$ cat src/rtl/pipe_pkg.sv
// Shared encodings for the DLX pipeline hazard/forwarding controller.
`default_nettype none

package pipe_pkg;

  localparam logic [1:0] FWD_RF  = 2'b00;
  localparam logic [1:0] FWD_WB  = 2'b01;
  localparam logic [1:0] FWD_MEM = 2'b10;

  typedef enum logic [0:0] {
    ST_RUN      = 1'b0,
    ST_MEM_WAIT = 1'b1
  } state_t;

endpackage

`default_nettype wire

$ cat src/rtl/fwd_sel.sv
// Per-operand forwarding select: picks the youngest producer of rs among MEM and WB.
`default_nettype none

module fwd_sel
  import pipe_pkg::*;
#(
  parameter int RA_W = 5
) (
  input  logic [RA_W-1:0] rs,
  input  logic [RA_W-1:0] mem_rd,
  input  logic            mem_regwrite,
  input  logic            mem_memread,
  input  logic [RA_W-1:0] wb_rd,
  input  logic            wb_regwrite,
  output logic [1:0]      sel
);

  logic mem_hit;
  logic wb_hit;

  // A load in MEM has no ALU result yet, so it cannot feed EX from EX/MEM.
  assign mem_hit = mem_regwrite && !mem_memread && (mem_rd != '0) && (mem_rd == rs);
  assign wb_hit  = wb_regwrite && (wb_rd != '0) && (wb_rd == rs);

  always_comb begin
    sel = FWD_RF;
    if (mem_hit)     sel = FWD_MEM;
    else if (wb_hit) sel = FWD_WB;
  end

endmodule

`default_nettype wire

$ cat src/rtl/pipe_hazard_ctrl.sv
// Hazard, forwarding and flush controller for the 5-stage DLX pipeline,
// including a variable-latency data-memory wait with timeout and perf counters.
`default_nettype none

module pipe_hazard_ctrl
  import pipe_pkg::*;
#(
  parameter int RA_W     = 5,
  parameter int LOAD_LAT = 1,
  parameter int MEM_TMO  = 255,
  parameter int CNT_W    = 32
) (
  input  logic             clk,
  input  logic             rst,
  input  logic [RA_W-1:0]  id_rs1,
  input  logic [RA_W-1:0]  id_rs2,
  input  logic             id_use1,
  input  logic             id_use2,
  input  logic [RA_W-1:0]  ex_rs1,
  input  logic [RA_W-1:0]  ex_rs2,
  input  logic [RA_W-1:0]  ex_rd,
  input  logic             ex_regwrite,
  input  logic             ex_memread,
  input  logic [RA_W-1:0]  mem_rd,
  input  logic             mem_regwrite,
  input  logic             mem_memread,
  input  logic [RA_W-1:0]  wb_rd,
  input  logic             wb_regwrite,
  input  logic             mem_req,
  input  logic             mem_ready,
  input  logic             redirect,
  output logic             pc_write,
  output logic             ifid_write,
  output logic             idex_bubble,
  output logic             pipe_freeze,
  output logic             if_flush,
  output logic             id_flush,
  output logic             ex_flush,
  output logic [1:0]       fwd_a,
  output logic [1:0]       fwd_b,
  output logic             mem_err,
  output logic [CNT_W-1:0] stall_cnt,
  output logic [CNT_W-1:0] flush_cnt
);

  localparam logic [7:0]       TMO_LAST = 8'(MEM_TMO - 1);
  localparam logic [CNT_W-1:0] CNT_MAX  = {CNT_W{1'b1}};
  localparam logic [CNT_W-1:0] CNT_ONE  = CNT_W'(1);

  state_t     state;
  logic [7:0] tmo;
  logic       freeze;
  logic       lu_ex;
  logic       lu_mem;
  logic       load_use;
  logic       redirect_taken;
  logic [1:0] sel_a;
  logic [1:0] sel_b;

  fwd_sel #(.RA_W(RA_W)) u_fwd_a (
    .rs           (ex_rs1),
    .mem_rd       (mem_rd),
    .mem_regwrite (mem_regwrite),
    .mem_memread  (mem_memread),
    .wb_rd        (wb_rd),
    .wb_regwrite  (wb_regwrite),
    .sel          (sel_a)
  );

  fwd_sel #(.RA_W(RA_W)) u_fwd_b (
    .rs           (ex_rs2),
    .mem_rd       (mem_rd),
    .mem_regwrite (mem_regwrite),
    .mem_memread  (mem_memread),
    .wb_rd        (wb_rd),
    .wb_regwrite  (wb_regwrite),
    .sel          (sel_b)
  );

  // The ready cycle of a wait is the release cycle and is not frozen.
  assign freeze = ((state == ST_RUN) && mem_req && !mem_ready) ||
                  ((state == ST_MEM_WAIT) && !mem_ready);

  assign lu_ex  = ex_memread && ex_regwrite && (ex_rd != '0) &&
                  ((id_use1 && (ex_rd == id_rs1)) || (id_use2 && (ex_rd == id_rs2)));
  assign lu_mem = (LOAD_LAT == 2) && mem_memread && mem_regwrite && (mem_rd != '0) &&
                  ((id_use1 && (mem_rd == id_rs1)) || (id_use2 && (mem_rd == id_rs2)));
  assign load_use = lu_ex || lu_mem;

  assign redirect_taken = !rst && !freeze && redirect;

  always_comb begin
    pc_write    = 1'b1;
    ifid_write  = 1'b1;
    idex_bubble = 1'b0;
    pipe_freeze = 1'b0;
    if_flush    = 1'b0;
    id_flush    = 1'b0;
    ex_flush    = 1'b0;
    if (rst) begin
      pc_write    = 1'b0;
      ifid_write  = 1'b0;
      idex_bubble = 1'b1;
      if_flush    = 1'b1;
      id_flush    = 1'b1;
      ex_flush    = 1'b1;
    end else if (freeze) begin
      pc_write    = 1'b0;
      ifid_write  = 1'b0;
      pipe_freeze = 1'b1;
    end else if (redirect) begin
      if_flush = 1'b1;
      id_flush = 1'b1;
      ex_flush = 1'b1;
    end else if (load_use) begin
      pc_write    = 1'b0;
      ifid_write  = 1'b0;
      idex_bubble = 1'b1;
    end
  end

  assign fwd_a = rst ? FWD_RF : sel_a;
  assign fwd_b = rst ? FWD_RF : sel_b;

  always_ff @(posedge clk) begin
    if (rst) begin
      state     <= ST_RUN;
      tmo       <= 8'd0;
      mem_err   <= 1'b0;
      stall_cnt <= '0;
      flush_cnt <= '0;
    end else begin
      if (!pc_write && (stall_cnt != CNT_MAX)) stall_cnt <= stall_cnt + CNT_ONE;
      if (redirect_taken && (flush_cnt != CNT_MAX)) flush_cnt <= flush_cnt + CNT_ONE;
      case (state)
        ST_RUN: begin
          if (mem_req && !mem_ready) begin
            state <= ST_MEM_WAIT;
            tmo   <= 8'd0;
          end
        end
        ST_MEM_WAIT: begin
          if (mem_ready) begin
            state <= ST_RUN;
            tmo   <= 8'd0;
          end else if (tmo == TMO_LAST) begin
            state   <= ST_RUN;
            tmo     <= 8'd0;
            mem_err <= 1'b1;
          end else begin
            tmo <= tmo + 8'd1;
          end
        end
        default: begin
          state <= ST_RUN;
          tmo   <= 8'd0;
        end
      endcase
    end
  end

endmodule

`default_nettype wire

$ cat config.mk
export PLATFORM = sky130hd
export DESIGN_NAME = pipe_hazard_ctrl
export DESIGN_NICKNAME = d
export VERILOG_FILES = /design/src/rtl/pipe_pkg.sv /design/src/rtl/fwd_sel.sv /design/src/rtl/pipe_hazard_ctrl.sv
export SDC_FILE = /design/constraint.sdc
export NUM_CORES = 1
export LEC_CHECK = 0
export CORE_UTILIZATION = 25
export DETAILED_ROUTE_END_ITERATION = 7
export PLACE_DENSITY = 0.45
export SETUP_SLACK_MARGIN = 0.4
export SLEW_MARGIN = 40
export SYNTH_ARGS = -nofsm -noshare
export SYNTH_HDL_FRONTEND = slang
export SYNTH_SLANG_ARGS = --single-unit
$ cat constraint.sdc
create_clock -name clk -period 6.05 [get_ports clk]
set_input_delay 1.815 -clock clk [delete_from_list [all_inputs] [get_ports clk]]
set_output_delay 1.815 -clock clk [all_outputs]
set_load 0.03 [all_outputs]
# Word-level counts from Yosys, hierarchy flattened
# Index checks and enable logic that the tools add are counted.
totals:
  regBits: 74
  latch_bits: 0
  ramBits: 0
  mem_bits_ro: 0
  inputBits: 47
  output_inout_bits: 76
  elab_cells: 78
  mem_count: 0
classes:
  addsub: 3
  n_mul: 0
  div_mod_pow: 0
  order_cmp: 0
  eq_ne: 10
  shifts: 0
  muxes: 27
  bitwise_logic: 2
  reduce_logical: 31
op_table:
  columns: ["operator", "n"]
  rows:
  - ["32-bit by 1-bit adder with 32-bit output (second input constant)", 2]
  - ["32-bit != test (second input constant)", 2]
  - ["5-bit == test", 6]
  - ["8-bit 2-to-1 mux", 3]
  - ["1-bit logical AND", 20]
  - ["1-bit 2-to-1 mux", 18]
  - ["8-bit one-hot mux with 2 select lines", 1]
  - ["5-bit nonzero test", 3]
  - ["8-bit by 1-bit adder with 8-bit output (second input constant)", 1]
  - ["8-bit == test (second input constant)", 1]
  - ["2-bit 2-to-1 mux", 4]
  - ["1-bit zero test", 5]
  - ["3-bit AND reduction", 1]
  - ["1-bit logical OR", 2]
  - ["2-bit by 1-bit != test with 1-bit output (second input constant)", 1]
  - ["1-bit NOT", 2]
  - ["1-bit one-hot mux with 2 select lines", 1]

# Logic depth before layout (Yosys ltp)
logic_depth:
  word_depth: 10
  mapped_depth: 9
  depth_no_buf: 7

# Cells and area by module
# Synthesis repeated with hierarchy kept, for this count alone.
unflattened:
  cells_unflattened: 507
  hier_area_um2: 4136.5
by_module_without_submodules:
  columns: ["module", "instances", "cells_each", "area_each_um2", "seq_area_each_um2"]
  rows:
  - ["pipe_hazard_ctrl", 1, 463, 3798.6, 1481.4]
  - ["fwd_sel", 2, 22, 168.9, 0.0]

# Worst setup path after synthesis
# Ideal clock, no wire load.
synth_timing:
  kind: "input port to output port"
  start: "input mem_rd[0]"
  end: "output fwd_b[0]"
  arrival_time_ns: 3.606
  required_ns: 4.235
  setup_slack_ns: 0.629
  path_stages: 6
  path_buffers: 0
  path_cell_list: "or4_1 nor2_1 nor3b_1 nand4_1 nor3_1 nor4_1"
synth_between:
  elab_chain_cells: 5
  word_cells_on_any_way: 6
  classes_between: "1 x eq/ne; 2 x mux; 3 x reduce/logical"
synth_lines:
  columns: ["item", "line", "text"]
  rows:
  - ["from (decl)", "pipe_hazard_ctrl.sv:24", "input logic [RA_W-1:0] mem_rd,"]
  - ["5-bit nonzero test", "fwd_sel.sv:22", "assign mem_hit = mem_regwrite && !mem_memread && (mem_rd != '0) && (mem_rd == rs);"]
  - ["1-bit logical AND", "fwd_sel.sv:22", null]
  - ["1-bit logical AND (*)", "fwd_sel.sv:22", null]
  - ["2-bit 2-to-1 mux (*)", "fwd_sel.sv:27", "if (mem_hit) sel = FWD_MEM;"]
  - ["2-bit 2-to-1 mux (*)", "pipe_hazard_ctrl.sv:123", "assign fwd_b = rst ? FWD_RF : sel_b;"]
  - ["to (decl)", "pipe_hazard_ctrl.sv:40", "output logic [1:0] fwd_b,"]
# Mark *: on every way between the ends. The rest lies on a longest branch, timed or not.

# Worst setup path in the final report
layout_timing:
  start: "input mem_rd[2]"
  end: "output fwd_a[1]"
layout_between:
  elab_chain_cells: 5
  word_cells_on_any_way: 6
  classes_between: "1 x eq/ne; 2 x mux; 3 x reduce/logical"
layout_lines:
  columns: ["item", "line", "text"]
  rows:
  - ["5-bit nonzero test", "fwd_sel.sv:22", null]
  - ["1-bit logical AND", "fwd_sel.sv:22", null]
  - ["1-bit logical AND (*)", "fwd_sel.sv:22", null]
  - ["2-bit 2-to-1 mux (*)", "fwd_sel.sv:27", null]
  - ["2-bit 2-to-1 mux (*)", "pipe_hazard_ctrl.sv:122", "assign fwd_a = rst ? FWD_RF : sel_a;"]
  - ["to (decl)", "pipe_hazard_ctrl.sv:39", "output logic [1:0] fwd_a,"]
# Marked as above.

==> reports/metrics.csv <==
stage,metric,value,unit
outcome,status,finished clean,
synth,async_flop_share,0,%
clock_network,cts.htree.levels,3,
routing,post_drt_wl_per_cell,13.6,um
timing,min_period_over_period,91.1,%
timing,relSlewSlack,51.0,%
clock_network,numCtsBuffers,9,
die,io_pins,123,
grt,antenna_found_initial,0,
timing,setup_viol,0,
critical_path,critPathCaptureType,primary output,
die,rows,45,
grt,grtUsageTotal,14.1,%
placed_design,dp_hpwl,8320,um
synth,synth.area.top_cells,"dfxtp_1, xnor2_1, xor2_1, nor2_1, nand4_1",
grt,first_global_vias,3575,
finish,final_nets,651,
clock_network,cts_root_buf,clkbuf_16,
synth,ys_ff_latch,74,
flow_run,drv_cap,0,
grt,busiest_layer,met2,
min_path,hp-class,flop to flop,
routing,drc,0,
routing,firstDrtPassIters,4,
synth,yosysTopAreaCell,dfxtp_1,
grt,grt_max_degree,58,
timing,timing_worst_slew_pin_value,729,ps
synth,synth_nets,531,
critical_path,r2r-end,stall_cnt[1],
synth,yosys_most_used_dff,dfxtp_1,
synth,yosysMostFrequentCell,dfxtp_1,
clock_network,postCtsSetupRepairBufs,0,
finish,instances_no_fill,816,
grt,grt_pass1_wl,18200,um
grt,grt_use_met3,3.84,%
critical_path,crit_path_end,fwd_a[1],
die,fp.dieH,128,um
placed_design,port_buffers,122,
critical_path,r2r-start,stall_cnt[24],
clock_network,cts.path.max_buffers,2,
critical_path,reg2reg_slack,3630,ps
clock_network,hold_buffers,0,
synth,avgSynthCellArea,8.26,um2
clock_network,cts.sink_count,74,
critical_path,path_delay_family,buffers and inverters,
clock_network,cts-resized-gates,5,
clock_network,clock_latency,340,ps
critical_path,critical_path.slowest_cell,clkdlybuf4s50_1,
critical_path,startpoint,mem_rd[2],
synth,netlist_area,3960,um2
synth,netlist.area_leader.share,37.4,%
timing,worst_clock_skew,9.04,ps
finish,area_delta_synth_final,43.6,%
timing,timing.fmax,181,MHz
critical_path,cp_cell_sequence,clkdlybuf4s50_1 > or4_1 > nor2_1 > nor3b_1 > nand4_1 > nor2_1 > clkdlybuf4s50_1,
pwr,powerDensity,212,nW/um2
timing,hold_violations,0,
synth,yosysWarningCount,0,
critical_path,worst-path-buf-inv,2,
timing,rsz0062_at_grt,false,
pwr,p_leak,1.83,nW
critical_path,path_depth,7,
routing,vias_per_cell,4.73,
timing,min_period,5510,ps
critical_path,reg2reg_depth,6,
placed_design,gp_routability_congestion,0.744,
routing,drt_iter0_drc,196,
routing,antenna_left,0,
critical_path,critical_path.startpoint_type,input port,
die,start_util,25.9,%
clock_network,clk_pin_slew,60,ps
grt,grt_use_met1,17.7,%
routing,via_count,3862,
synth,yosysUniqueCellTypes,51,
finish,drive_gt1_share,5.45,%
routing,wl,11100,um
timing,fin_tns_setup,0,ps
placed_design,place_inst,800,
clock_network,cts_tree,yes,
synth,synthTopCellsByCount,"dfxtp_1, nor2_1, xnor2_1, nand4_1, nand2_1",
grt,use_met2,22.3,%
critical_path,cp.arrival,3700,ps
die,die_w,128,um
critical_path,max_stage_delay,690,ps
synth,synthCells,480,
critical_path,crit_type,input port to primary output,
grt,grt_overflow,0,
synth,yosysSeqAreaShare,37.4,%
finish,diodes,0,
die,die-area,16400,um2
die,core-area,15300,um2
pwr,ir_drop,0.000128,V
synth,synth_edf_count,0,
timing,slew_viol_final,0,
critical_path,worst-path-max-fanout,3,
critical_path,worstPathRequired,4240,ps
-- stage by stage --
step | cell area (um2) | hold WS, ps | utilization, % | setup WS [ps] | power, mW
after floorplan | 3960 | 439 | - | 629 | 0.575
after global placement | 5370 | 459 | 35.1 | 129 | 0.634
after detailed placement | 5370 | 461 | 35.1 | 147 | 0.635
after CTS | 5690 | 472 | 37.2 | 411 | 1.23
after global routing | 5690 | 497 | 37.2 | 425 | 1.26
final | 5690 | 468 | 37.2 | 539 | 1.21
-- registers in the layout (all words and copies together) (netlist names) --
name	flops
tmo	8
stall_cnt	32
mem_err	1
state	1
flush_cnt	32
-- cell families (layout without fill, tap and decap cells) --
family,count (synthesis),after routing,share of synthesized area (%)
flip-flops,74,74,37.4
AND/OR/NAND/NOR,236,236,31.8
buffers and inverters,24,149,3.28
AO/OA/AOI/OAI,71,71,10.4
adder cells (fa/ha/maj),4,4,1.26
XOR/XNOR,68,68,15.0
multiplexers,3,3,0.821
-- placed cells by master (no fill, tap or decap), types with 2 or more instances in the layout --
cell,instances
o31ai_1,4
nand2_1,34
a21oi_1,29
nand4_1,35
o21ai_1,8
clkbuf_16,9
or3_1,23
clkdlybuf4s50_1,115
nor3b_1,2
buf_4,4
dfxtp_1,74
dlygate4sd2_1,4
nand3_2,3
a211oi_1,2
nand2b_1,2
nor4_1,5
xor2_1,31
nor2_1,63
bufinv_16,2
nand3_1,19
o21ai_0,16
and3_1,7
or4_1,7
xnor2_1,37
ha_1,4
nor2b_1,5
nor4_2,2
and2_1,2
clkinv_4,2
nor3_1,16
inv_1,7
nand4_2,2
and4_1,5
-- metal layers --
metal  vias up  part of all wire, %  wire length [um]
met5         -                    0                 0
li1       1966                    -                 -
met2       101                   45              4950
met4         0                  1.8               201
met1      1781                   48              5280
met3        14                  6.0               669
-- worst reg2reg max path, stage by stage (launching register included) --
cell	delay, ps
dfxtp_1	440
nand4_1	220
nor3_1	330
or4b_4	530
nand3_2	450
mux2i_1	250
nor2_1	50
-- cell type report --
cell class | count | area, um2
Multi-Input combinational cell | 382 | 2350
Timing Repair Buffer | 126 | 1240
Clock inverter | 6 | 90.1
Sequential cell | 74 | 1480
Tap cell | 211 | 264
Clock buffer | 10 | 239
Inverter | 7 | 26.3
Fill cell | 1609 | 9620
-- worst min-delay path by stage --
stage | from | to | cells past startpoint
2_1_floorplan | tmo[7] | tmo[7] | 1
3_3_place_gp | tmo[7] | tmo[7] | 1
3_5_place_dp | tmo[7] | tmo[7] | 1
4_1_cts | tmo[7] | tmo[7] | 1
5_1_grt | tmo[7] | tmo[7] | 1
6_report | tmo[7] | tmo[7] | 1
-- report_power, final --
part | internal [mW] | total (mW) | switching [mW]
sequential | 0.491 | 0.498 | 0.00654
clock | 0.373 | 0.588 | 0.215
combinational | 0.0586 | 0.124 | 0.0652
(Power assumes the default switching activity.)
==> patch: new RTL, same flow settings <==
`RA_W` is set to 5 in 2 places; all go to 10.
--- a/src/rtl/fwd_sel.sv
+++ b/src/rtl/fwd_sel.sv
@@ -4,7 +4,7 @@
 module fwd_sel
   import pipe_pkg::*;
 #(
-  parameter int RA_W = 5
+  parameter int RA_W = 10
 ) (
   input  logic [RA_W-1:0] rs,
   input  logic [RA_W-1:0] mem_rd,
--- a/src/rtl/pipe_hazard_ctrl.sv
+++ b/src/rtl/pipe_hazard_ctrl.sv
@@ -5,7 +5,7 @@
 module pipe_hazard_ctrl
   import pipe_pkg::*;
 #(
-  parameter int RA_W     = 5,
+  parameter int RA_W     = 10,
   parameter int LOAD_LAT = 1,
   parameter int MEM_TMO  = 255,
   parameter int CNT_W    = 32
Interface: changed (7 resized); port bits go from 123 to 158. The function was not compared with the original's and may differ.
==> patch against the unedited design <==
Total power grew 6.0%. Register-to-register slack lost 350 ps. Setup slack lost 36 ps. Design area grew 15%. Synthesized area grew 10%. Sequential cell count is the same. Global-route usage grew 1.1 points. Wire length grew 21%. Critical endpoint is now ifid_write. Largest power group unchanged.
==> patch: results (changes against the unedited design) <==
----------------------------------------------------
[Layout]
  Layout cells sized above 1 ... 8.06% (was 5.45%)
  Combined area of the multi-input logic cells ... 2760 µm² (was 2350 µm²)
  Fill cell total of the finished layout ... 1729 (was 1609)
  Post-layout nets ... 777 (was 651)

[Clock network]
  Number of gates given a new drive strength after cts ... 4 (was 5)
  Worst-skew pair later-pin latency ... 340 ps (about the same)
  CTS max path bufs ... 2 (unchanged)
  Post-CTS Setup Bufs ... 1 (was 0)
  Clock buffers created by TritonCTS ... 9 (unchanged)

[Setup path]
  Master of the slowest instance on the critical path ... sky130_fd_sc_hd__or4_1 (was sky130_fd_sc_hd__clkdlybuf4s50_1)
  Reg-to-Reg Start ... stall_cnt[6] (was stall_cnt[24])
  R2r setup slk ... 3280 ps (was 3630 ps)
  Worst Reg-to-Reg Cells ... 8 (was 6)
  Endpoint arrival time on the critical path ... 3730 ps (was 3700 ps)
  Start point of the critical path ... ex_rd[4] (was mem_rd[2])
  Worst R2R End ... stall_cnt[9] (was stall_cnt[1])
  Largest stage delay on the critical path ... 570 ps (was 690 ps)

[Logic synthesis]
  Share of synthesized area spent on multiplexers ... 1.98% (was 0.821%)
  Synth Area in Adders ... 1.15% (was 1.26%)
  XOR/XNOR share of the synthesized area ... 21.1% (was 15.0%)
  Count of different cell masters after synthesis ... 44 (was 51)
  Compound-gate portion of the synthesized area ... 9.27% (was 10.4%)
  Largest cells by area after synthesis ... sky130_fd_sc_hd__dfxtp_1, sky130_fd_sc_hd__xnor2_1, sky130_fd_sc_hd__xor2_1 (unchanged)
  Syn_nets ... 619 (was 531)
  Fraction of the yosys area taken by sequential cells ... 34.0% (was 37.4%)

[Global route]
  Number of antenna violations at the first check in global routing ... 1 (was 0)
  GRT Resource Usage Total ... 15.3% (was 14.1%)
  Via count of the first global-routing pass ... 4158 (was 3575)
  First-pass GRT wire length ... 21400 µm (was 18200 µm)
  Maximum number of pins on one net before global-route repair ... 52 (was 58)

[Detailed routing]
  Initial DRC Count ... 164 (was 196)
  Total number of vias ... 4267 (was 3862)
  Drt wl/cell ... 14.6 µm (was 13.6 µm)

[Placement]
  Global placement routability congestion ... 0.926 (was 0.744)
  Cell Area, Placed ... 6170 µm² (was 5370 µm²)
  Minimum setup slack after placement ... 159 ps (was 147 ps)
  Half-perimeter wire length of the detailed placement result ... 10700 µm (was 8320 µm)
  Count of input and output buffers ... 157 (was 122)

[Status]
  Status ... completed (unchanged)

[STA]
  Relative slew slack ... 50.5% (was 51.0%)
  Min cycle time layout ... 5550 ps (was 5510 ps)

[Power and ir drop]
  Static Leakage ... 0.00233 µW (was 0.00183 µW)
  Worst-case vdd ir drop ... 154 µV (was 128 µV)

----------------------------------------------------
==> patch: cell count changes in the layout (fill, tap and decap cells not counted), sizes merged, moves of 15 or more <==
cell | before | now
xnor2 | 37 | 59
or3 | 23 | 2
nor2 | 63 | 87
nand3 | 22 | 41
clkdlybuf4s50 | 115 | 149
xor2 | 31 | 46
o21ai | 24 | 4
==> patch: metrics by stage <==
stage          std cells  hold slack, ps
2_1_floorplan        533             459
6_report             916             491
5_1_grt              915             512
3_5_place_dp         899             487
4_1_cts              915             495
3_3_place_gp         899             478
==> patch: worst min-delay path by stage <==
stage	end	slack, ps	cells after the start
3_5_place_dp	tmo[7]	490	2
2_1_floorplan	tmo[7]	460	2
6_report	tmo[7]	490	2
5_1_grt	tmo[7]	510	2
3_3_place_gp	tmo[7]	480	2
4_1_cts	tmo[7]	500	2
==> patch: where the power goes <==
part	switching, µW	total (µW)	leakage, µW	internal, µW
clock	202	613	0.000165	411
combinational	81.0	172	0.00157	91.4
sequential	5.52	497	0.000597	492
total	289	1280	0.00233	994
==> patch: final cells by class <==
class	instances	share of cell area, %
Inverter	14	0.803
Clock inverter	5	1.57
Timing Repair Buffer	166	25.0
Tap cell	220	4.21
Multi-Input combinational cell	426	42.1
Clock buffer	10	3.65
Antenna cell	1	0.0382
Sequential cell	74	22.6
==> patch: critical path, delay by kind of cell <==
family                 cells  cell delay [ps]
and+or+nand+nor            4              950
buffers and inverters      4              840
AOI/OAI and AO/OA          1              130
==> patch: routing by layer <==
metal  routed length, µm  track usage, %  vias to the layer above
met5                   0               0                        -
met4                 223            4.74                        0
met3                 904            5.06                       17
met2                6570            26.7                      128
met1                5720            17.5                     1950
li1                    -               -                     2172
